File: src/rtl/dsp_mac_sequencer.sv
// dsp_mac_sequencer
// Drives a single DSP slice (A2/B2 -> M -> P pipeline) as a length-N
// multiply-accumulate engine. A command supplies N, then N operand pairs
// stream in over valid/ready, and the 48-bit sum is returned over a
// valid/ready result port.
//
// Control for the slice travels down a small tag pipeline alongside the
// operand data so that CEP/OPMODE line up with the product sitting in M.
//
// Optional build macro: DSP_MAC_ABORT_EN adds an 'abort' input that cancels
// a command in RUN or DRAIN, pulses dsp_RSTP and returns to IDLE without
// emitting a result.
module dsp_mac_sequencer #(
    parameter int LATENCY = 3,
    parameter int LEN_W   = 8
) (
    input  logic              clk,
    input  logic              RST,
`ifdef DSP_MAC_ABORT_EN
    input  logic              abort,
`endif
    input  logic              cmd_valid,
    output logic              cmd_ready,
    input  logic [LEN_W-1:0]  cmd_len,
    input  logic              op_valid,
    output logic              op_ready,
    input  logic [29:0]       op_a,
    input  logic [17:0]       op_b,
    output logic              res_valid,
    input  logic              res_ready,
    output logic [47:0]       res_data,
    output logic [29:0]       dsp_A,
    output logic [17:0]       dsp_B,
    output logic              dsp_CEA2,
    output logic              dsp_CEB2,
    output logic              dsp_CEM,
    output logic              dsp_CEP,
    output logic              dsp_RSTP,
    output logic [6:0]        dsp_OPMODE,
    output logic [3:0]        dsp_ALUMODE,
    output logic [4:0]        dsp_INMODE,
    input  logic [47:0]       dsp_P
);

    // Number of tag stages between the operand fire and the M register.
    localparam int TAGS = LATENCY - 1;

    localparam logic [6:0] OPMODE_LOAD = 7'b0000101;  // P = M
    localparam logic [6:0] OPMODE_ACC  = 7'b0100101;  // P = P + M

    typedef enum logic [1:0] {
        S_IDLE  = 2'd0,
        S_RUN   = 2'd1,
        S_DRAIN = 2'd2,
        S_DONE  = 2'd3
    } state_t;

    state_t              r_state;
    logic                r_cmd_ready;
    logic                r_op_ready;
    logic                r_res_valid;
    logic [47:0]         r_res_data;
    logic [LEN_W-1:0]    r_remain;
    logic                r_first;
    logic                r_last_p;
    logic                r_rstp_pulse;
    logic [TAGS-1:0]     r_tag_v;
    logic [TAGS-1:0]     r_tag_f;
    logic [TAGS-1:0]     r_tag_l;

    logic                w_cmd_fire;
    logic                w_op_fire;
    logic                w_res_fire;
    logic                w_last_beat;
    logic                w_abort;

    assign w_cmd_fire  = cmd_valid & r_cmd_ready;
    assign w_op_fire   = op_valid & r_op_ready;
    assign w_res_fire  = r_res_valid & res_ready;
    assign w_last_beat = (r_remain == LEN_W'(1));

`ifdef DSP_MAC_ABORT_EN
    assign w_abort = abort & ((r_state == S_RUN) | (r_state == S_DRAIN));
`else
    assign w_abort = 1'b0;
`endif

    // Operands go straight to the slice; A2/B2 inside the slice register them.
    assign dsp_A       = op_a;
    assign dsp_B       = op_b;
    assign dsp_CEA2    = 1'b1;
    assign dsp_CEB2    = 1'b1;
    assign dsp_CEM     = 1'b1;
    assign dsp_ALUMODE = 4'b0000;
    assign dsp_INMODE  = 5'b00000;

    // The oldest tag sits beside the product in M and decides the P update.
    assign dsp_CEP    = r_tag_v[TAGS-1];
    assign dsp_OPMODE = (r_tag_v[TAGS-1] & r_tag_f[TAGS-1]) ? OPMODE_LOAD : OPMODE_ACC;
    assign dsp_RSTP   = RST | r_rstp_pulse;

    assign cmd_ready = r_cmd_ready;
    assign op_ready  = r_op_ready;
    assign res_valid = r_res_valid;
    assign res_data  = r_res_data;

    // Tag pipeline: one {valid, first, last} entry per operand beat, shifted every cycle.
    always_ff @(posedge clk) begin
        if (RST || w_abort) begin
            r_tag_v  <= '0;
            r_tag_f  <= '0;
            r_tag_l  <= '0;
            r_last_p <= 1'b0;
        end else begin
            for (int i = TAGS - 1; i > 0; i--) begin
                r_tag_v[i] <= r_tag_v[i-1];
                r_tag_f[i] <= r_tag_f[i-1];
                r_tag_l[i] <= r_tag_l[i-1];
            end
            r_tag_v[0] <= w_op_fire;
            r_tag_f[0] <= w_op_fire & r_first;
            r_tag_l[0] <= w_op_fire & w_last_beat;
            // Set on the edge that writes P for the final beat; P is readable next cycle.
            r_last_p   <= r_tag_v[TAGS-1] & r_tag_l[TAGS-1];
        end
    end

    // Command FSM with registered handshakes and result capture.
    always_ff @(posedge clk) begin
        if (RST) begin
            r_state      <= S_IDLE;
            r_cmd_ready  <= 1'b1;
            r_op_ready   <= 1'b0;
            r_res_valid  <= 1'b0;
            r_res_data   <= 48'd0;
            r_remain     <= '0;
            r_first      <= 1'b0;
            r_rstp_pulse <= 1'b0;
        end else begin
            r_rstp_pulse <= w_abort;
            if (w_abort) begin
                r_state     <= S_IDLE;
                r_cmd_ready <= 1'b1;
                r_op_ready  <= 1'b0;
                r_remain    <= '0;
                r_first     <= 1'b0;
            end else begin
                case (r_state)
                    S_IDLE: begin
                        if (w_cmd_fire) begin
                            r_cmd_ready <= 1'b0;
                            if (cmd_len == '0) begin
                                // Empty dot product: answer immediately with zero.
                                r_state     <= S_DONE;
                                r_res_valid <= 1'b1;
                                r_res_data  <= 48'd0;
                            end else begin
                                r_state    <= S_RUN;
                                r_op_ready <= 1'b1;
                                r_remain   <= cmd_len;
                                r_first    <= 1'b1;
                            end
                        end
                    end
                    S_RUN: begin
                        if (w_op_fire) begin
                            r_remain <= r_remain - LEN_W'(1);
                            r_first  <= 1'b0;
                            if (w_last_beat) begin
                                r_state    <= S_DRAIN;
                                r_op_ready <= 1'b0;
                            end
                        end
                    end
                    S_DRAIN: begin
                        if (r_last_p) begin
                            r_state     <= S_DONE;
                            r_res_valid <= 1'b1;
                            r_res_data  <= dsp_P;
                        end
                    end
                    S_DONE: begin
                        if (w_res_fire) begin
                            r_state     <= S_IDLE;
                            r_res_valid <= 1'b0;
                            r_cmd_ready <= 1'b1;
                        end
                    end
                    default: begin
                        r_state     <= S_IDLE;
                        r_cmd_ready <= 1'b1;
                        r_op_ready  <= 1'b0;
                        r_res_valid <= 1'b0;
                    end
                endcase
            end
        end
    end

endmodule

File: config.mk
export PLATFORM = sky130hd
export DESIGN_NAME = dsp_mac_sequencer
export DESIGN_NICKNAME = d
export VERILOG_FILES = /design/src/rtl/dsp_mac_sequencer.sv
export SDC_FILE = /design/constraint.sdc
export NUM_CORES = 1
export LEC_CHECK = 0
export ABC_AREA = 1
export CAP_MARGIN = 30
export CELL_PAD_IN_SITES_DETAIL_PLACEMENT = 0
export CELL_PAD_IN_SITES_GLOBAL_PLACEMENT = 1
export CORE_MARGIN = 10
export CORE_UTILIZATION = 22
export DETAILED_ROUTE_END_ITERATION = 6
export PLACE_DENSITY_LB_ADDON = 0.12
export SYNTH_ARGS = -nofsm -noshare
export SYNTH_HDL_FRONTEND = slang
export SYNTH_SLANG_ARGS = --single-unit
File: constraint.sdc
create_clock -name clk -period 1.6 [get_ports clk]
set_input_delay 0.24 -clock clk [delete_from_list [all_inputs] [get_ports clk]]
set_output_delay 0.24 -clock clk [all_outputs]
set_load 0.05 [all_outputs]
# --- After elaboration in Yosys (flattened, before gate mapping) ---
# Index checks and enable logic that the tools add are counted.
totals:
  regBits: 69
  latchBits: 0
  ramBits: 0
  mem_bits_ro: 0
  out_inout_bits: 120
  mem_count: 0
classes:
  n_addsub: 1
  n_mul: 0
  div: 0
  order_cmp: 0
  n_eq_ne: 11
  shifts: 0
  n_mux: 31
  bitwise_logic: 7
  n_reduce_logical: 12
ops:
  columns: ["cell", "n"]
  rows:
  - ["two-way mux 48 bit", 3]
  - ["case mux 48 bit (2 select lines)", 1]
  - ["two-way mux 8 bit", 3]
  - ["case mux 8 bit (2 select lines)", 1]
  - ["AND reduction 5 bit", 3]
  - ["inequality test 2 bit, second input constant", 7]
  - ["two-way mux 2 bit", 6]
  - ["two-way mux 1 bit", 11]
  - ["== test 8 x 1 -> 1 bit, second input constant", 1]
  - ["zero test 8 bit", 1]
  - ["case mux 2 bit (4 select lines)", 1]
  - ["AND reduction 4 bit", 2]
  - ["subtractor 8 x 1 -> 8 bit, second input constant", 1]
  - ["AND 1 bit", 7]
  - ["two-way mux 6 bit", 1]
  - ["case mux 1 bit (2 select lines)", 3]
  - ["nonzero test 2 bit", 3]
  - ["== test 2 bit, second input constant", 2]
  - ["case mux 1 bit (3 select lines)", 1]
  - ["AND reduction 3 bit", 1]
  - ["nonzero test 3 bit", 1]
  - ["== test 2 x 1 -> 1 bit, second input constant", 1]
  - ["zero test 2 bit", 1]

# --- Logic depth before layout (Yosys ltp) ---
logic_depth:
  ltp_word: 4
  ltp_mapped: 11
  ltp_nobuf: 10

# --- Least setup slack after synthesis ---
# Ideal clock, no wire load.
synth_timing:
  path_type: "reg2reg"
  from: "register r_cmd_ready, in the netlist cmd_ready"
  to: "register r_res_data[10], in the netlist res_data[10]"
  setup_time_ps: 64
  arrival_ps: 1616
  required_time_ps: 1536
  path_slack_ps: -80
  stages_incl_launch_ff: 11
  n_path_buf: 3
  period_less_slack_ps: 1680
  cell_sequence: "dfxtp_1 -> nand2_1 -> nand2_1 -> o21ai_1 -> a21oi_1 -> and2_1 -> buf_2 -> buf_6 -> buf_6 -> nor2_1 -> nor2_1"
synth_between:
  elab_chain_len: 3
synth_lines:
  columns: ["item", "line", "source"]
  rows:
  - ["from (decl)", "59", "logic r_cmd_ready;"]
  - ["from (signal assigned)", "132", "r_cmd_ready <= 1'b1;"]
  - ["from (signal assigned)", "143", "r_cmd_ready <= 1'b1;"]
  - ["from (signal assigned)", "151", "r_cmd_ready <= 1'b0;"]
  - ["AND 1 bit", "77", "assign w_cmd_fire = cmd_valid & r_cmd_ready;"]
  - ["inequality test 2 bit (no line)", null, null]
  - ["AND reduction 4 bit (no line)", null, null]
  - ["to (signal assigned)", "179", "r_res_data <= dsp_P;"]
  - ["to (decl)", "62", "logic [47:0] r_res_data;"]
# Every way passes these cells.
# A chain may end at the register's enable or synchronous reset.

# --- Final worst setup path ---
layout_timing:
  from: "register r_state[1]"
  to: "register r_res_data[16], in the netlist res_data[16]"
layout_between:
  elab_chain_len: 3
layout_lines:
  columns: ["item", "line", "source"]
  rows:
  - ["from (decl)", "58", "state_t r_state;"]
  - ["from (signal assigned)", "131", "r_state <= S_IDLE;"]
  - ["from (signal assigned)", "142", "r_state <= S_IDLE;"]
  - ["from (signal assigned)", "154", "r_state <= S_DONE;"]
  - ["== test 2 bit or zero test 2 bit (tied branches)", "148", "case (r_state)"]
  - ["inequality test 2 bit (no line) or nonzero test 2 bit (tied branches)", null, null]
  - ["AND reduction 4 bit (no line)", null, null]
# Several ways; a longest one is shown, not always the timed one.

==> results.toml <==
[routing]
wire_per_inst_um = 13.7
dr_wl_met3_um = 844
num_vias = 3464
drc_errors = 0
maxUsedRoutingLayer = "met4"
wl_met2_um = 5260
via_per_inst = 3.91
drtIter0Drc = 169
drt.antenna.violating_nets = 0
drt-pass1-iter-count = 4
wl_um = 12200
drt-met1-wl_um = 5930

[placed_design]
dpl.cell_count = 853
placed_cell_area_sq_mm = 0.00466
place_ws_ns = -0.215
portBuffers = 114
gp_congestion = 0.740
hpwl_um = 8190

[logic_synthesis]
synthTopCellsByArea = "dfxtp_1 38%, nand2_1 20%, buf_4 14%"
yosysWarningCount = 0
synth-edff-count = 0
yosys.cell_types.count = 20
synth_top_area_cell = "dfxtp_1"
synthFlopType = "dfxtp_1"
synth_top_cells_by_count = "198 x nand2_1, 125 x nor2_1, 69 x dfxtp_1"
syn-cell-area_sq_mm = 0.00368
yosysMostFrequentCell = "nand2_1"
syn_inst = 567
async_flop_share = 0
avgSynthCellArea_sq_um = 6.49
synth_seq_cells = 69
yosysTopAreaCellShare = 0.376
ys_seq_area_frac = 0.376

[floorplanning]
die_w_um = 149
pin_count = 229
rows = 47
die-area_sq_mm = 0.0223
start_util = 0.223
coreArea_sq_mm = 0.0165
fp.dieH_um = 149

[flow_run]
maxCapViolCount = 0

[clock_network]
clk_pin_slew_ns = 0.06
numClockSinks = 69
cts_tree = "yes"
clock_path_buffers = 2
cts_root_buf = "clkbuf_16"
htree_levels = 3
clk_latency_ns = 0.34
numCtsBuffers = 9

[min_path]
hold_path.class = "flop to flop"

[setup_path]
end_kind = "flop"
critPathLaunchType = "flop"
path_cells = "buf_6, ha_4, inv_4, o21ai_2, a21oi_1, and2_4, buf_12, clkbuf_16, nand2_2, nand2_1, nor2_1"
ff2ff_path_depth = 11
ff2ff_setup_slack_ns = 0.001
rr_startpoint = "r_state[1]$_SDFFE_PP0P_"
crit_type = "flop to flop"
crit_required_ns = 1.84
rr_endpoint = "res_data[16]$_SDFFE_PP0P_"
startpoint = "r_state[1]$_SDFFE_PP0P_"
critical-path-slowest-cell = "dfxtp_2"
cp-endpoint = "res_data[16]$_SDFFE_PP0P_"
cp_slowest_stage_delay_ns = 0.33
cp_data_arrival_time_ns = 1.83
critical_path.max_fanout = 7

[global_routing]
grt_pass1_vias = 3497
gr-total-overflow = 0
grt_max_degree = 56
track_usage = 0.104
antenna_found_initial = 0
grt_pass1_wl_um = 18600

[timing]
finalSetupViolations = 0
min_period_ns = 1.60
fin_tns_setup_ns = 0
maxSlewViolCount = 0
fin_crit_sh = 0.999
hold_viol_final = 0
fin_skew_ns = 0.00886
rsz0062_at_grt = "true"
max_freq_mhz = 625
fin_ws_ns = 0.00117

[power_and_ir_drop]
p_leak_nw = 2.37
peakVddDrop_v = 0.000581
powerDensity_mw_per_mm2 = 1970

[final_layout]
final_nets = 778
drive_above_1_share = 0.244
final_area_sq_mm = 0.00539
diodes = 0
final_cell_count_no_fill = 887
areaGrowthSynthToFinish_pct = 46.6

[status]
status = "finished, final reports clean"
[timing repair]
action                                  CTS  global route
hold buffers                              0             0
pin swaps                                 2            10
endpoints found under the setup margin   47            61
setup buffers                             5             5
gates cloned                              2             8
gates resized for setup                  14            46
[routing by layer]
metal / vias to the layer above / global-route usage
met4: 0 / 0.0289
met2: 114 / 0.162
met5: - / 0
met1: 1517 / 0.129
li1: 1818 / -
met3: 15 / 0.0425
[how the worst min path moves through the flow]
stage | start | endpoint | slack (ns) | depth (start not counted)
global route | r_tag_v[0]$_SDFF_PP0_ | r_tag_v[1]$_SDFF_PP0_ | 0.40 | 2
finish | r_tag_f[0]$_SDFF_PP0_ | r_tag_f[1]$_SDFF_PP0_ | 0.40 | 2
CTS | r_tag_v[0]$_SDFF_PP0_ | r_tag_v[1]$_SDFF_PP0_ | 0.40 | 2
detailed placement | r_tag_v[0]$_SDFF_PP0_ | r_tag_v[1]$_SDFF_PP0_ | 0.39 | 2
global placement | r_tag_v[0]$_SDFF_PP0_ | r_tag_v[1]$_SDFF_PP0_ | 0.39 | 2
floorplan | r_tag_f[0]$_SDFF_PP0_ | r_tag_f[1]$_SDFF_PP0_ | 0.39 | 2
[cells by family (layout without fill, tap and decap cells)]
logic type	Yosys count	in the layout	share of synthesized area
flops	69	69	0.376
other cells	2	18	0.00204
compound gates	24	24	0.0327
xor+xnor	1	1	0.00238
fa+ha+maj	7	7	0.0238
buf+inv	121	205	0.206
simple gates	343	343	0.358
[through the flow]
stage / hold slack, ns / total power, mW / utilization
after floorplan: 0.388 / 6.59 / -
after global placement: 0.395 / 7.93 / 0.283
after detailed placement: 0.393 / 7.95 / 0.283
after CTS: 0.402 / 10.3 / 0.309
after global routing: 0.403 / 11.5 / 0.327
final: 0.402 / 10.6 / 0.327
[state kept, by name (all words and copies together) (netlist names)]
register and count:
op_ready 1, r_first 1, r_tag_v 2, cmd_ready 1, r_tag_l 2, r_state 2, res_data 48, r_last_p 1
r_remain 8, r_tag_f 2, res_valid 1
[report_power, final]
group	switching, mW	total, mW	internal [mW]
Sequential	0.328	2.59	2.27
Combinational	3.77	6.17	2.40
Clock	0.774	1.87	1.09
[placed cells by master, fill, tap and decap left out, types with 2 or more instances in the layout]
cell type / n
nor2_2: 4
inv_2: 2
clkdlybuf4s50_1: 60
clkbuf_16: 15
clkinvlp_4: 3
nand2_1: 168
nand3_1: 16
ha_2: 2
buf_6: 6
inv_4: 2
conb_1: 18
nand2_2: 28
inv_1: 25
buf_12: 8
nor2_1: 121
dfxtp_1: 66
ha_1: 3
nand4_1: 2
dfxtp_2: 2
a21oi_1: 7
buf_4: 79
o21ai_0: 14
nand2_4: 2
ha_4: 2
[critical path, delay by kind of cell, from the launching register on]
| family | cells | cell delay [ns] |
|---|---|---|
| buf+inv | 4 | 0.50 |
| flops | 1 | 0.33 |
| simple gates | 4 | 0.33 |
| compound gates | 2 | 0.17 |
| fa+ha+maj | 1 | 0.16 |
[area by class of cell]
| class | instances | area, sq um |
|---|---|---|
| tap | 220 | 275 |
| inverter | 29 | 114 |
| fill | 1811 | 11100 |
| sequential | 69 | 1390 |
| clock buffer | 11 | 243 |
| multi-input combinational | 393 | 1740 |
| clock inverter | 5 | 36.3 |
| timing repair buffer | 160 | 1600 |
Note: power is estimated with default switching activity, not from simulation.
